--- config.mk ---
export PLATFORM = sky130hd
export DESIGN_NAME = prog_loader_flat
export DESIGN_NICKNAME = d
export VERILOG_FILES = /design/src/rtl/prog_loader_pkg.sv /design/src/rtl/prog_loader_if.sv /design/src/rtl/prog_loader_timeout.sv /design/src/rtl/prog_loader.sv /design/src/flat_wrapper.sv
export SDC_FILE = /design/constraint.sdc
export NUM_CORES = 1
export LEC_CHECK = 0
export CORE_ASPECT_RATIO = 1.75
export CORE_MARGIN = 2
export CORE_UTILIZATION = 51
export DETAILED_ROUTE_END_ITERATION = 10
export PLACE_DENSITY = 0.76
export SETUP_SLACK_MARGIN = 0.5
export SLEW_MARGIN = 10
export SYNTH_ARGS = -nofsm -noshare
export SYNTH_HDL_FRONTEND = slang
export SYNTH_SLANG_ARGS = --single-unit
--- constraint.sdc ---
create_clock -name clk -period 3.7 [get_ports clk]
set_input_delay 0.925 -clock clk [delete_from_list [all_inputs] [get_ports clk]]
set_output_delay 0.925 -clock clk [all_outputs]
set_load 0.01 [all_outputs]
--- src/rtl/prog_loader_pkg.sv ---
// prog_loader_pkg: shared types and constants for the program loader.
// Frame layout: LEN_HI, LEN_LO, N x {DATA_HI, DATA_LO}, optional CSUM byte.
package prog_loader_pkg;

  // Stream byte, length field and instruction word widths.
  localparam int LEN_W  = 16;
  localparam int BYTE_W = 8;
  localparam int WORD_W = 16;

  // The IDLE state waits for LEN_HI; each other state is named after the byte it waits for.
  typedef enum logic [2:0] {
    IDLE,
    LEN_LO,
    DATA_HI,
    DATA_LO,
    CSUM,
    START,
    ERR,
    DONE
  } state_t;

  // True while a frame is open and the inter-byte timer is running.
  function automatic logic in_frame(input state_t s);
    return s inside {LEN_LO, DATA_HI, DATA_LO, CSUM};
  endfunction

  // True in the resting states where the next accepted byte opens a new frame.
  function automatic logic is_rest(input state_t s);
    return s inside {IDLE, DONE, ERR};
  endfunction

endpackage

--- src/rtl/prog_loader_if.sv ---
// prog_loader_if: byte stream in, instruction-memory write port and CPU control out.
// master = loader side, slave = environment (byte source, imem, CPU).
interface prog_loader_if;
  import prog_loader_pkg::*;

  logic              rx_valid;
  logic [BYTE_W-1:0] rx_data;
  logic              rx_ready;

  logic              imem_we;
  logic [LEN_W-1:0]  imem_waddr;
  logic [WORD_W-1:0] imem_wdata;

  logic              cpu_start;
  logic              cpu_stop;
  logic              busy;
  logic              done;
  logic              err;

  modport master (
    input  rx_valid, rx_data,
    output rx_ready,
    output imem_we, imem_waddr, imem_wdata,
    output cpu_start, cpu_stop, busy, done, err
  );

  modport slave (
    output rx_valid, rx_data,
    input  rx_ready,
    input  imem_we, imem_waddr, imem_wdata,
    input  cpu_start, cpu_stop, busy, done, err
  );

endinterface

--- src/rtl/prog_loader_timeout.sv ---
// loader_timeout: inter-byte idle watchdog for the program loader.
// Reloaded on every accepted byte, counts down once per idle in-frame cycle and
// flags expiry on the TIMEOUT_CYCLES-th consecutive idle cycle. TIMEOUT_CYCLES=0 disables it.
module loader_timeout #(
  parameter int unsigned TIMEOUT_CYCLES = 65535
) (
  input  logic clk,
  input  logic rst,
  input  logic restart,  // byte accepted: reload the full budget
  input  logic tick,     // idle cycle inside a frame
  output logic expired   // this idle cycle exhausts the budget
);

  localparam int unsigned CNT_W = (TIMEOUT_CYCLES > 1) ? $clog2(TIMEOUT_CYCLES + 1) : 1;
  localparam logic [CNT_W-1:0] LOAD_VAL = CNT_W'(TIMEOUT_CYCLES);
  localparam logic [CNT_W-1:0] ONE      = CNT_W'(1);

  generate
    if (TIMEOUT_CYCLES == 0) begin : g_disabled
      assign expired = 1'b0;
    end else begin : g_enabled
      logic [CNT_W-1:0] cnt;

      // Remaining idle cycles before the frame is abandoned.
      always_ff @(posedge clk or posedge rst) begin
        if (rst) begin
          cnt <= '0;
        end else if (restart) begin
          cnt <= LOAD_VAL;
        end else if (tick && (cnt != '0)) begin
          cnt <= cnt - ONE;
        end
      end

      // Expiry only on an idle cycle, so a byte arriving on the last cycle still wins.
      assign expired = tick && (cnt == ONE);
    end
  endgenerate

endmodule

--- src/rtl/prog_loader.sv ---
// prog_loader: loads a program frame from a byte stream into instruction memory,
// holds the CPU stopped while loading and pulses cpu_start on a good frame.
// Build macro LOADER_CHECKSUM_EN: frames end with a CSUM byte (XOR of all prior frame
// bytes); mismatch rejects the frame. Undefined: START follows the last data word directly.
module prog_loader
  import prog_loader_pkg::*;
#(
  parameter int unsigned IMEMSIZE       = 256,    // words; must fit in LEN_W bits
  parameter int unsigned TIMEOUT_CYCLES = 65535   // 0 disables the inter-byte timeout
) (
  input  logic          clk,
  input  logic          rst,
  prog_loader_if.master bus
);

  localparam logic [LEN_W-1:0] MAX_LEN = LEN_W'(IMEMSIZE);
  localparam logic [LEN_W-1:0] ONE     = LEN_W'(1);

`ifdef LOADER_CHECKSUM_EN
  localparam state_t AFTER_DATA = CSUM;
`else
  localparam state_t AFTER_DATA = START;
`endif

  state_t            state;
  state_t            next_state;
  logic              accept;
  logic              timeout_hit;
  logic              last_word;
  logic [LEN_W-1:0]  len;       // word count N; high byte lands first
  logic [LEN_W-1:0]  len_rx;    // full length as it completes on the LEN_LO byte
  logic [LEN_W-1:0]  idx;       // next word address to write
  logic [BYTE_W-1:0] data_hi;   // staged high byte of the current word
`ifdef LOADER_CHECKSUM_EN
  logic [BYTE_W-1:0] csum;      // running XOR of length and data bytes
`endif

  assign accept    = bus.rx_valid && bus.rx_ready;
  assign len_rx    = {len[LEN_W-1:BYTE_W], bus.rx_data};
  assign last_word = (idx + ONE) == len;

  loader_timeout #(
    .TIMEOUT_CYCLES(TIMEOUT_CYCLES)
  ) u_timeout (
    .clk    (clk),
    .rst    (rst),
    .restart(accept),
    .tick   (in_frame(state) && !accept),
    .expired(timeout_hit)
  );

  // State register.
  // NOTE: reset is asynchronous: the loader drops back to IDLE the instant rst rises,
  // without waiting for a clock edge.
  always_ff @(posedge clk or posedge rst) begin
    if (rst) begin
      state <= IDLE;
    end else begin
      // NOTE: sequential state uses non-blocking assignment so every register
      // samples pre-edge values regardless of block ordering.
      state <= next_state;
    end
  end

  // Next-state decode from the current state and the byte being accepted.
  always_comb begin
    // NOTE: next_state gets a default first so no path leaves it unassigned (no latch).
    next_state = state;
    case (state)
      IDLE, DONE, ERR: begin
        if (accept) next_state = LEN_LO;
      end
      LEN_LO: begin
        if (accept) begin
          if (len_rx > MAX_LEN)    next_state = ERR;
          else if (len_rx == '0)   next_state = AFTER_DATA;
          else                     next_state = DATA_HI;
        end
      end
      DATA_HI: begin
        if (accept) next_state = DATA_LO;
      end
      DATA_LO: begin
        if (accept) next_state = last_word ? AFTER_DATA : DATA_HI;
      end
`ifdef LOADER_CHECKSUM_EN
      CSUM: begin
        if (accept) next_state = (bus.rx_data == csum) ? START : ERR;
      end
`endif
      START: begin
        next_state = DONE;
      end
      default: begin
        next_state = IDLE;
      end
    endcase
    // Expiry only fires on an idle in-frame cycle, so it never competes with a byte.
    if (timeout_hit) next_state = ERR;
  end

  // Frame datapath: capture length, stage the high byte, advance the word index.
  always_ff @(posedge clk or posedge rst) begin
    if (rst) begin
      len     <= '0;
      idx     <= '0;
      data_hi <= '0;
    end else if (accept) begin
      case (state)
        IDLE, DONE, ERR: begin
          len <= {bus.rx_data, BYTE_W'(0)};
          idx <= '0;
        end
        LEN_LO:  len[BYTE_W-1:0] <= bus.rx_data;
        DATA_HI: data_hi <= bus.rx_data;
        DATA_LO: idx <= idx + ONE;
        default: ;
      endcase
    end
  end

`ifdef LOADER_CHECKSUM_EN
  // Running XOR over the length and data bytes; restarts on the first byte of a frame.
  always_ff @(posedge clk or posedge rst) begin
    if (rst) begin
      csum <= '0;
    end else if (accept) begin
      csum <= is_rest(state) ? bus.rx_data : (csum ^ bus.rx_data);
    end
  end
`endif

  // Registered outputs, decoded from the state being entered so they line up with it.
  always_ff @(posedge clk or posedge rst) begin
    if (rst) begin
      bus.rx_ready   <= 1'b1;
      bus.imem_we    <= 1'b0;
      bus.imem_waddr <= '0;
      bus.imem_wdata <= '0;
      bus.cpu_start  <= 1'b0;
      bus.cpu_stop   <= 1'b0;
      bus.busy       <= 1'b0;
      bus.done       <= 1'b0;
      bus.err        <= 1'b0;
    end else begin
      bus.rx_ready  <= (next_state != START);
      bus.cpu_start <= (next_state == START);
      bus.cpu_stop  <= in_frame(next_state);
      bus.busy      <= !is_rest(next_state);
      bus.done      <= (next_state == START) || (next_state == DONE);
      bus.err       <= (next_state == ERR);
      bus.imem_we   <= accept && (state == DATA_LO);
      if (accept && (state == DATA_LO)) begin
        bus.imem_waddr <= idx;
        bus.imem_wdata <= {data_hi, bus.rx_data};
      end
    end
  end

endmodule

--- src/flat_wrapper.sv ---
// flat-port wrapper written by rule: the top's interface ports become plain ports
module prog_loader_flat import prog_loader_pkg::*;
#(
  parameter int unsigned IMEMSIZE       = 256,                                    
  parameter int unsigned TIMEOUT_CYCLES = 65535                                       
)
  (clk, rst, bus_rx_valid, bus_rx_data, bus_rx_ready, bus_imem_we, bus_imem_waddr, bus_imem_wdata, bus_cpu_start, bus_cpu_stop, bus_busy, bus_done, bus_err);
  prog_loader_if bus_i ();
  input  logic clk;
  input  logic rst;
  input wire logic [$bits(bus_i.rx_valid)-1:0] bus_rx_valid;
  input wire logic [$bits(bus_i.rx_data)-1:0] bus_rx_data;
  output wire logic [$bits(bus_i.rx_ready)-1:0] bus_rx_ready;
  output wire logic [$bits(bus_i.imem_we)-1:0] bus_imem_we;
  output wire logic [$bits(bus_i.imem_waddr)-1:0] bus_imem_waddr;
  output wire logic [$bits(bus_i.imem_wdata)-1:0] bus_imem_wdata;
  output wire logic [$bits(bus_i.cpu_start)-1:0] bus_cpu_start;
  output wire logic [$bits(bus_i.cpu_stop)-1:0] bus_cpu_stop;
  output wire logic [$bits(bus_i.busy)-1:0] bus_busy;
  output wire logic [$bits(bus_i.done)-1:0] bus_done;
  output wire logic [$bits(bus_i.err)-1:0] bus_err;
  assign bus_i.rx_valid = bus_rx_valid;
  assign bus_i.rx_data = bus_rx_data;
  assign bus_rx_ready = bus_i.rx_ready;
  assign bus_imem_we = bus_i.imem_we;
  assign bus_imem_waddr = bus_i.imem_waddr;
  assign bus_imem_wdata = bus_i.imem_wdata;
  assign bus_cpu_start = bus_i.cpu_start;
  assign bus_cpu_stop = bus_i.cpu_stop;
  assign bus_busy = bus_i.busy;
  assign bus_done = bus_i.done;
  assign bus_err = bus_i.err;
  prog_loader #(.IMEMSIZE(IMEMSIZE), .TIMEOUT_CYCLES(TIMEOUT_CYCLES)) u_core (.clk(clk), .rst(rst), .bus(bus_i));
endmodule
== After elaboration in Yosys (flattened, before gate mapping) ==
Index checks and enable logic that the tools add are counted.
Operators by class
  reduce and logical (&&, ||, !) cells: 23
  $lt $le $gt $ge: 1
  equal/unequal tests: 17
  muxes and demuxes: 13
  add/subtract/negate cells: 2
Operators with widths (count)
  $mux 16: 2
  $pmux 16 s2: 1
  $eq 3x3->1 const B: 8
  $mux 3: 8
  $add 16x1->16 const B: 1
  $eq 16x1->1 const B: 1
  $eq 16x16->1: 1
  $gt 16x9->1 const B: 1
  $logic_not 16->1: 1
  $pmux 8 s2: 1
  $reduce_bool 16->1: 1
  $sub 16x1->16 const B: 1
  $pmux 3 s5: 1
  $eq 3x2->1 const B: 4
  $reduce_and 2->1: 4
  $reduce_bool 4->1: 2
  $eq 3x1->1 const B: 2
  $logic_not 3->1: 2
  $reduce_bool 2->1: 3
  $logic_and 1x1->1: 5
  $ne 3x3->1 const B: 1
  $reduce_bool 3->1: 1
  $reduce_or 3->1: 1
  $logic_not 1->1: 2
  $logic_or 1x1->1: 1
Storage, ports and cells
  input port bits: 11
  register bits after elaboration: 98
  output and inout port bits: 39
  word-level logic and storage cells: 71

== Depth between registers and ports, before layout ==
Gate-level depths: netlist (run 1).
  depth after elaboration: 9
  mapped depth: 9
  depth with buffers taken out: 8

== Cells and area by module ==
A second synthesis (run 1) with hierarchy kept.
Unflattened totals
  cells, all modules: 520
  area total of the unflattened synthesis: 5013.6 um^2
Modules (own cells, without submodules)
  prog_loader: area an instance 4035.1 um^2, cells each 419, times used 1, seq. area each 2053.2 um^2
  loader_timeout: area an instance 978.4 um^2, cells each 101, times used 1, seq. area each 400.4 um^2

== Least setup slack after synthesis (run 1) ==
OpenSTA, ideal clock, no wires.
  path type: reg-to-reg
  start point: register u_core.idx[0]
  end point: register u_core.bus.cpu_stop
  cell stages (with the launch flop): 10
  path slack: 1.083 ns
  data arrival time: 2.491 ns
  setup time: 0.126 ns
  path buffers: 1
  required time: 3.574 ns
  clock period less this slack: 2.617 ns
  cells stage by stage: dfrtp_1 -> ha_1 -> nand3_4 -> o31a_1 -> or3_1 -> a21oi_1 -> o211ai_1 -> or4_4 -> buf_6 -> o311a_1
On the way
  longest elaborated chain between the ends: 8
  elaborated cells on any way between the ends: 11
  classes of those cells: 1 x add/sub; 5 x eq/ne; 4 x mux; 1 x reduce/logical
RTL lines
  start, declared: RTL line prog_loader.sv:32  | logic [LEN_W-1:0] idx;
  start signal, assigned: RTL line prog_loader.sv:116  | DATA_LO: idx <= idx + ONE;
  $add 16x1->16 (*): RTL line prog_loader.sv:40  | assign last_word = (idx + ONE) == len;
  $eq 16x16->1 (*): RTL line prog_loader.sv:40
  $mux 3 (*) (2 in series): RTL line prog_loader.sv:84  | if (accept) next_state = last_word ? AFTER_DATA : DATA_HI;
  $pmux 3 s5 (*): RTL line prog_loader.sv:69  | case (state)
  $mux 3 (*): RTL line prog_loader.sv:99  | if (timeout_hit) next_state = ERR;
  $eq 3x1->1, or another cell as far along: RTL line prog_loader_pkg.sv:24  | return s inside {LEN_LO, DATA_HI, DATA_LO, CSUM};
  $reduce_bool 4->1 (*): RTL line prog_loader_pkg.sv:24
  end signal, assigned: RTL line prog_loader.sv:148  | bus.cpu_stop <= in_frame(next_state);
  end, declared: RTL line prog_loader_if.sv:24  | output cpu_start, cpu_stop, busy, done, err
Mark *: on every way between the ends. The rest lies on a longest branch, timed or not.
A chain may end at the register's enable or synchronous reset.

== Final worst setup path (run 1) ==
Same ends and word-level chain as after synthesis.

==> flow_summary_export.csv, run 1 <==
group,metric,value,unit
cells_and_area,areaGrowthSynthToFinish,18.8,%
timing,hold_viol_final,0,
detailed_routing,via_per_inst,5.67,
timing,setup_viol,0,
cells_and_area,fill_cells,823,
setup_path,r2r_slack,740,ps
status,status,"completed",
detailed_routing,vias,3799,
logic_synthesis,yosysTopAreaCell,"dfrtp_1",
placed_design,pre_cts_ws,591,ps
cts,post_cts_resized,0,
logic_synthesis,async_reset_ff_share,100,%
timing,rsz0062_at_grt,"no",
die,start_util,52.4,%
flow_run,max-cap-violations,0,
detailed_routing,wl_per_cell,16.1,um
setup_path,r2r_cells,8,
min_path,hp-class,"flip-flop to flip-flop",
pwr,peakVddDrop,0.000442,V
setup_path,crit_required,3920,ps
cells_and_area,antenna_cells,0,
placed_design,routabilityCongestion,0.905,
cts,clkSinkCount,98,
logic_synthesis,synth_top_area_share,51.2,%
placed_design,dp_hpwl,7640,um
logic_synthesis,synthCells,508,
cts,holdBufCountCts,0,
logic_synthesis,yosysWarningCount,0,
timing,clock.fmax,338,MHz
die,coreArea,9040,um2
cells_and_area,regArea,2450,um2
logic_synthesis,syn_area,4740,um2
cells_and_area,fin_nets,560,
cells_and_area,drive_gt1_share,7.64,%
detailed_routing,drcViolationCount,0,
die,die_h,132,um
global_routing,grt_pass1_wl,18100,um
timing,slew_viol_final,0,
logic_synthesis,syn-num-nets,522,
cts,cts_buffer_depth,2,
timing,finClkSkew,5.72,ps
setup_path,cp_data_arrival_time,3180,ps
logic_synthesis,synth-edff-count,0,
setup_path,cp_max_fo,9,
cells_and_area,final_common_cell,"nand2_1",
global_routing,gr-total-overflow,0,
logic_synthesis,avgSynthCellArea,9.33,um2
cts,path_clk_slew,60,ps
timing,slew_headroom,46.5,%
timing,period_minus_slack,2960,ps
logic_synthesis,ys_top_cells_by_area,"dfrtp_1 (51%), nand2_1 (12%), xnor2_1 (4.4%), o21ai_0 (3.8%), mux2_2 (3.8%)",
cells_and_area,multi_input_area,2130,um2
pwr,pwr_density_cell,691,nW/um2
setup_path,endpoint,"u_core.bus.cpu_stop",
cells_and_area,final_cell_mix,"nand2_1 (150), dfrtp_1 (97), clkdlybuf4s50_1 (49)",
setup_path,r2r-end,"u_core.bus.cpu_stop",
setup_path,crit_type,"flip-flop to flip-flop",
global_routing,grt_start_max_net_pins,54,
logic_synthesis,synth_seq_cells,98,
logic_synthesis,ys_seq_area_share,51.8,%
cts,cts_setup_buffers,0,
cts,htree_num_levels,3,
timing,finalCritPeriodShare,79.9,%
cts,worstSkewPairLatency,340,ps
cts,cts_root_buffer,"clkbuf_16",
detailed_routing,wl,10800,um
timing,worstMarginPinSlew,800,ps
logic_synthesis,ys_types,50,
die,die_w,76.9,um
die,rows,46,
global_routing,grt_pass1_vias,3681,
setup_path,crit_path_start,"u_core.idx[0]",
die,num_io_pins,50,
timing,setup_slack,743,ps
setup_path,crit_path_start_kind,"flip-flop",
die,die_area,10100,um2
detailed_routing,drt_pre_antenna_iters,4,
placed_design,dp.cells,655,
pwr,leakage,2.39,nW
min_path,hold_path_depth,2,
global_routing,antenna_found_initial,0,
global_routing,grtUsageTotal,22.4,%
setup_path,r2r-start,"u_core.idx[0]",
timing,tns,0,ps
cts,numCtsBuffers,9,
logic_synthesis,synth_flop_cell,"dfrtp_1",
placed_design,port_buffers,49,
cts,cts_tree,"done",
setup_path,cp-end-kind,"flip-flop",
detailed_routing,ant_nets,0,
cells_and_area,final_cells,670,
detailed_routing,drt_iter0_drc,256,
==> how the worst min path moves through the flow <==
stage | startpoint | to | slack, ps
after floorplan | u_core.data_hi[2] | u_core.bus.imem_wdata[10] | 430
after global placement | u_core.data_hi[2] | u_core.bus.imem_wdata[10] | 450
after detailed placement | u_core.data_hi[4] | u_core.bus.imem_wdata[12] | 460
after CTS | u_core.data_hi[4] | u_core.bus.imem_wdata[12] | 470
after global routing | u_core.data_hi[1] | u_core.bus.imem_wdata[9] | 500
final | u_core.data_hi[2] | u_core.bus.imem_wdata[10] | 470
==> cell families after synthesis <==
group                    synth area share [%]
multiplexers                             3.80
AO/OA/AOI/OAI                            10.7
XOR/XNOR                                 6.39
AND/OR/NAND/NOR                          23.1
adder cells (fa/ha/maj)                 0.792
buffers and inverters                    3.35
flip-flops                               51.8
==> report_power, final <==
| part | internal [mW] | leakage, nW | switching (mW) |
|---|---|---|---|
| logic | 0.627 | 1.04 | 0.661 |
| registers | 1.36 | 1.20 | 0.279 |
| clock network | 0.588 | 0.147 | 0.374 |
| total | 2.58 | 2.39 | 1.31 |
==> worst max-delay path, cell delays in order (launching register included) <==
cell and delay, ps:
dfrtp_1 500, ha_1 380, nand3_4 170, o31a_1 340, or3_1 350, a21oi_1 150, o211ai_1 170, or4_4 610
o311a_1 160
==> synthesized netlist by cell type (all sizes together), types with 9 or more instances <==
library cell	count
nand2	150
dfrtp	97
o21ai	37
xnor2	24
clkbuf	21
mux2	16
nor2	15
nand3	12
nor4	11
and3	9
buf	9
==> stage by stage <==
step / cell area [um2] / hold slack [ps] / utilization (%) / total power [mW]
floorplan: 4740 / 435 / - / 2.44
global placement: 5330 / 447 / 58.9 / 2.88
detailed placement: 5330 / 456 / 58.9 / 2.94
CTS: 5630 / 471 / 62.3 / 3.91
global route: 5630 / 504 / 62.3 / 4.12
finish: 5630 / 470 / 62.3 / 3.89
==> cell type report <==
| class | count | area share (%) |
|---|---|---|
| Sequential cell | 98 | 43.6 |
| Multi-Input combinational cell | 372 | 37.8 |
| Timing Repair Buffer | 57 | 10.0 |
| Clock buffer | 12 | 4.20 |
| Tap cell | 120 | 2.67 |
| Clock inverter | 3 | 1.16 |
| Inverter | 8 | 0.600 |
==> routing by layer <==
metal | share of wire (%) | track usage, % | vias up
met2 | 54 | 39.2 | 85
met4 | 3.7 | 11.6 | 0
met3 | 3.0 | 3.09 | 28
met1 | 39 | 26.5 | 1855
met5 | 0 | 0 | -
li1 | - | - | 1831
==> state kept, by name, indices dropped and copies added (netlist names), 3 cells and up <==
signal	cells
u_core.bus.imem_waddr	16
u_core.data_hi	8
u_core.u_timeout.g_enabled.cnt	16
u_core.len	16
u_core.state	3
u_core.idx	16
u_core.bus.imem_wdata	16
Power figures use the tool's default switching activity.
==> run 2, diff against run 1 <==
- CORE_UTILIZATION: 51 -> 55
- PLACE_DENSITY: 0.76 -> 0.78
- clock period: 3.7 -> 3.1 ns (I/O delays scaled with it)
==> run 2 against run 1 <==
Wire length up 3.5%. Cell area is 1.8% higher. Via count grew 2.1%. Register-to-register slack got worse by 190 ps. Clock power increased by 5%. Non-clock buffer count is 13 higher. Die area down 7.0%. Critical endpoint unchanged. Largest power group unchanged. Highest routed layer unchanged.
==> flow_summary_export.csv, run 2 (synthesized netlist as in run 1, its figures left out) <==
group,metric,value,unit
cts,cts_tree,"done",
pwr,total_power,4.60,mW
timing,worstMarginPinSlew,746,ps
pwr,pwr_density_cell,803,nW/um2
placed_design,port_buffers,49,
global_routing,antenna_found_initial,0,
timing,tns,0,ps
detailed_routing,ant_nets,0,
pwr,peakVddDrop,0.000517,V
setup_path,crit_required,3320,ps
setup_path,crit_path_start_kind,"flip-flop",
detailed_routing,wl,11200,um
setup_path,r2r_cells,7,
cells_and_area,antenna_cells,0,
setup_path,r2r-end,"u_core.bus.cpu_stop",
die,num_io_pins,50,
cts,path_clk_slew,60,ps
die,die_w,74.2,um
detailed_routing,drcViolationCount,0,
timing,hold_viol_final,0,
setup_path,crit_type,"flip-flop to flip-flop",
setup_path,cp-end-kind,"flip-flop",
cells_and_area,drive_gt1_share,11.2,%
global_routing,grt_pass1_wl,18300,um
cts,cts_root_buffer,"clkbuf_16",
die,start_util,57.0,%
timing,finalCritPeriodShare,82.1,%
global_routing,grtUsageTotal,25.4,%
min_path,hold_path_depth,2,
timing,slew_headroom,50.1,%
cells_and_area,fin_nets,573,
die,coreArea,8310,um2
timing,setup_viol,0,
global_routing,grt_start_max_net_pins,54,
status,status,"completed",
cells_and_area,final_cell_mix,"nand2_1 (150), dfrtp_1 (95), clkdlybuf4s50_1 (49)",
setup_path,r2r_slack,550,ps
placed_design,routabilityCongestion,0.843,
global_routing,grt_pass1_vias,3795,
setup_path,cp_max_fo,8,
cells_and_area,areaGrowthSynthToFinish,20.9,%
die,die_h,127,um
detailed_routing,drt_pre_antenna_iters,5,
detailed_routing,drt_iter0_drc,355,
global_routing,gr-total-overflow,0,
flow_run,max-cap-violations,0,
timing,slew_viol_final,0,
cts,numCtsBuffers,9,
die,rows,44,
cts,worstSkewPairLatency,350,ps
timing,finClkSkew,7.16,ps
min_path,hp-class,"flip-flop to flip-flop",
cells_and_area,final_common_cell,"nand2_1",
cts,clkSinkCount,98,
placed_design,dp_hpwl,8040,um
timing,clock.fmax,393,MHz
min_path,hold_start,"u_core.data_hi[6]",
min_path,whs_endpoint,"u_core.bus.imem_wdata[14]",
cts,htree_num_levels,3,
setup_path,r2r-start,"u_core.idx[2]",
placed_design,post_dp_cell_area,5410,um2
timing,period_minus_slack,2550,ps
cts,cts_buffer_depth,2,
cells_and_area,final_area,5730,um2
die,die_area,9400,um2
pwr,leakage,2.44,nW
setup_path,cp_data_arrival_time,2770,ps
detailed_routing,wl_per_cell,16.4,um
timing,rsz0062_at_grt,"yes",
detailed_routing,via_per_inst,5.71,
detailed_routing,vias,3878,
-- run 2: timing repair --
| item | in CTS | in global routing |
|---|---|---|
| resized for setup | 2 | 5 |
| hold buffers | 0 | 0 |
| pin swaps | 1 | 0 |
| endpoints found under the setup margin | 6 | 8 |
| buffers inserted | 3 | 0 |
-- run 2: worst max-delay path, stage by stage, from the launching register on --
cell and delay [ps]:
dfrtp_1 510, nand3_2 210, or2_1 370, nor2_1 220
xnor2_1 210, nand4_1 180, or4_4 570, o311a_1 150
-- run 2: cell type report --
type | instances | area [um2]
Clock buffer | 13 | 250
Tap cell | 115 | 144
Inverter | 8 | 33.8
Multi-Input combinational cell | 372 | 2160
Sequential cell | 98 | 2460
Fill cell | 648 | 2580
Clock inverter | 3 | 15.0
Timing Repair Buffer | 70 | 673
-- run 2: worst max-delay path by stage --
stage | from | end | depth (start not counted)
3_3_place_gp | u_core.idx[0] | u_core.bus.cpu_stop | 8
2_1_floorplan | u_core.idx[0] | u_core.bus.cpu_stop | 9
6_report | u_core.idx[2] | u_core.bus.cpu_stop | 7
4_1_cts | u_core.idx[2] | u_core.bus.cpu_stop | 6
5_1_grt | u_core.idx[0] | u_core.bus.cpu_stop | 8
3_5_place_dp | u_core.idx[0] | u_core.bus.cpu_stop | 8
-- run 2: metal layers --
metal	up-vias	GRT usage, %	part of all wire, %
li1	1844	-	-
met1	1877	28.4	38
met2	121	45.0	55
met3	36	3.57	3.1
met4	0	13.7	4.3
met5	-	0	0
-- run 2: per-stage QoR --
step	hold slack, ps	setup WS, ps	instances	utilization, %
finish	467	555	679	68.9
detailed placement	459	364	660	65.1
floorplan	435	529	508	-
global route	483	491	679	68.9
global placement	451	421	660	65.1
CTS	474	527	679	68.7
-- run 2: power breakdown --
group / leakage, nW / total [mW] / switching (mW) / internal, mW
combinational: 1.11 / 1.62 / 0.811 / 0.814
sequential: 1.20 / 1.96 / 0.339 / 1.63
clock: 0.133 / 1.01 / 0.452 / 0.563
==> run 3, diff against run 2 <==
- clock period: 3.1 -> 2.5 ns (I/O delays scaled with it)
==> run 3 against run 2 <==
Count of clock-buffer cells in the layout is 1 lower. Global-route usage is 3.9 points higher. Cell area is 15% higher. Via count is 10% higher. Cell count is 6.9% higher. Register-to-register slack worse by 400 ps. Critical path depth stayed put. Highest routed layer unchanged. Largest power group unchanged. Core utilization is 10 points higher. Non-clock buffer count is 47 higher. Sequential share of layout area is 5.5 points lower. Sequential cell count stayed put. Worst hold slack better by 4.6 ps.
==> flow_summary_export.csv, run 3 (synthesized netlist as in run 1, its figures left out) <==
group,metric,value,unit
global_routing,gr-total-overflow,0,
placed_design,routabilityCongestion,0.905,
cells_and_area,fin_nets,620,
die,num_io_pins,50,
cts,worstSkewPairLatency,350,ps
cells_and_area,areaGrowthSynthToFinish,39.3,%
cts,cts_buffer_depth,2,
setup_path,critPathMaxStageDelay,630,ps
global_routing,grt_pass1_wl,20800,um
placed_design,port_buffers,49,
global_routing,grtUsageTotal,29.4,%
global_routing,antenna_found_initial,0,
cts,numCtsBuffers,9,
detailed_routing,via_per_inst,5.88,
pwr,leakage,2.98,nW
timing,hold_viol_final,0,
cts,clkSinkCount,98,
timing,worstMarginPinSlew,473,ps
setup_path,crit_slowest_cell,"or4_4",
pwr,peakVddDrop,0.000710,V
global_routing,grt_pass1_vias,4297,
placed_design,pre_cts_ws,-53.2,ps
timing,setup_slack,152,ps
setup_path,crit_type,"flip-flop to flip-flop",
cells_and_area,antenna_cells,0,
detailed_routing,wl_per_cell,18.9,um
detailed_routing,wl,13700,um
cts,cts_tree,"done",
timing,finalCritPeriodShare,93.9,%
setup_path,crit_required,2730,ps
placed_design,post_dp_cell_area,5630,um2
setup_path,cp_max_fo,6,
flow_run,max-cap-violations,0,
cells_and_area,final_cell_mix,"nand2_1 (146), dfrtp_1 (88), buf_4 (55)",
cells_and_area,final_cells,726,
setup_path,critPathBufInv,0,
global_routing,grt_start_max_net_pins,54,
setup_path,cp_cell_sequence,"and4_1 -> and3_1 -> nor2b_2 -> nor4b_2 -> a21oi_1 -> or4_4 -> o311a_1",
cts,cts_root_buffer,"clkbuf_16",
timing,slew_viol_final,0,
pwr,total_power,6.37,mW
setup_path,crit_path_start_kind,"flip-flop",
detailed_routing,vias,4267,
die,die_h,127,um
cts,htree_num_levels,3,
die,rows,44,
timing,finClkSkew,4.95,ps
setup_path,crit_family,"simple AND/OR/NAND/NOR gates",
placed_design,dp.cells,682,
detailed_routing,drt_iter0_drc,295,
timing,slew_headroom,68.4,%
timing,setup_viol,0,
detailed_routing,drcViolationCount,0,
cells_and_area,fill_cells,502,
die,die_w,74.2,um
cells_and_area,final_area,6600,um2
timing,period_minus_slack,2350,ps
cells_and_area,drive_gt1_share,27.7,%
detailed_routing,ant_nets,0,
timing,tns,0,ps
cells_and_area,final_common_cell,"nand2_1",
detailed_routing,drt_pre_antenna_iters,5,
timing,whs,471,ps
min_path,hp-class,"flip-flop to flip-flop",
timing,clock.fmax,426,MHz
status,status,"completed",
cts,holdBufCountCts,0,
pwr,pwr_density_cell,964,nW/um2
placed_design,dp_hpwl,8390,um
setup_path,cp_data_arrival_time,2580,ps
die,coreArea,8310,um2
cells_and_area,post-route-util,79.4,%
die,start_util,57.0,%
timing,rsz0062_at_grt,"yes",
die,die_area,9400,um2
setup_path,cp-end-kind,"flip-flop",
cts,path_clk_slew,70,ps
==> run 3: cell count changes in the layout (fill, tap and decap cells not counted), sizes merged <==
cell,delta
clkinv,-1
buf,+47
dlymetal6s2s,+5
dlygate4sd2,+1
clkdlybuf4s50,-6
clkbuf,-1
bufinv,+2
==> run 3: worst paths after layout <==
check	from	end	slack, ps	cells after the start
setup / recovery	u_core.idx[9]	u_core.bus.cpu_stop	150	7
hold / removal	u_core.bus.imem_waddr[14]	u_core.bus.imem_waddr[14]	470	2
setup reg to reg	u_core.idx[9]	u_core.bus.cpu_stop	150	7
hold reg to reg	u_core.bus.imem_waddr[14]	u_core.bus.imem_waddr[14]	470	2
max in group asynchronous	rst	u_core.u_timeout.g_enabled.cnt[2]	1270	3
min in group asynchronous	rst	u_core.bus.imem_waddr[12]	650	2
==> run 3: timing repair <==
item,in CTS,in global routing
gates resized for setup,46,52
buffers inserted,17,11
pin swaps,23,22
endpoints found under the setup margin,46,60
==> run 3: area by class of cell <==
| class | count | area [um2] | area share (%) |
|---|---|---|---|
| timing repair buffer | 117 | 1100 | 16.7 |
| multi-input combinational | 372 | 2520 | 38.2 |
| tap | 115 | 144 | 2.18 |
| clock inverter | 4 | 73.8 | 1.12 |
| clock buffer | 12 | 256 | 3.88 |
| inverter | 8 | 33.8 | 0.512 |
| sequential | 98 | 2460 | 37.3 |
==> run 3: worst register-to-register path: cells and delay by family (launching register included) <==
kind / cells / cell delay [ps]
AND/OR/NAND/NOR: 5 / 1500
AO/OA/AOI/OAI: 2 / 290
flip-flops: 1 / 440
==> run 3: power breakdown <==
part           internal, mW  leakage [nW]  switching [mW]  total (mW)
Sequential             2.02          1.19           0.427        2.45
Combinational          1.16          1.62            1.23        2.39
Clock                 0.932         0.163           0.596        1.53
Total                  4.11          2.98            2.25        6.37
==> run 3: layer usage <==
metal  vias to the layer above  global-route usage, %  share of wire (%)
li1                       1946                      -                  -
met1                      2069                   33.4                 35
met2                       194                   48.7                 54
met3                        58                   6.04                4.8
met4                         0                   18.6                5.8
met5                         -                      0                  0
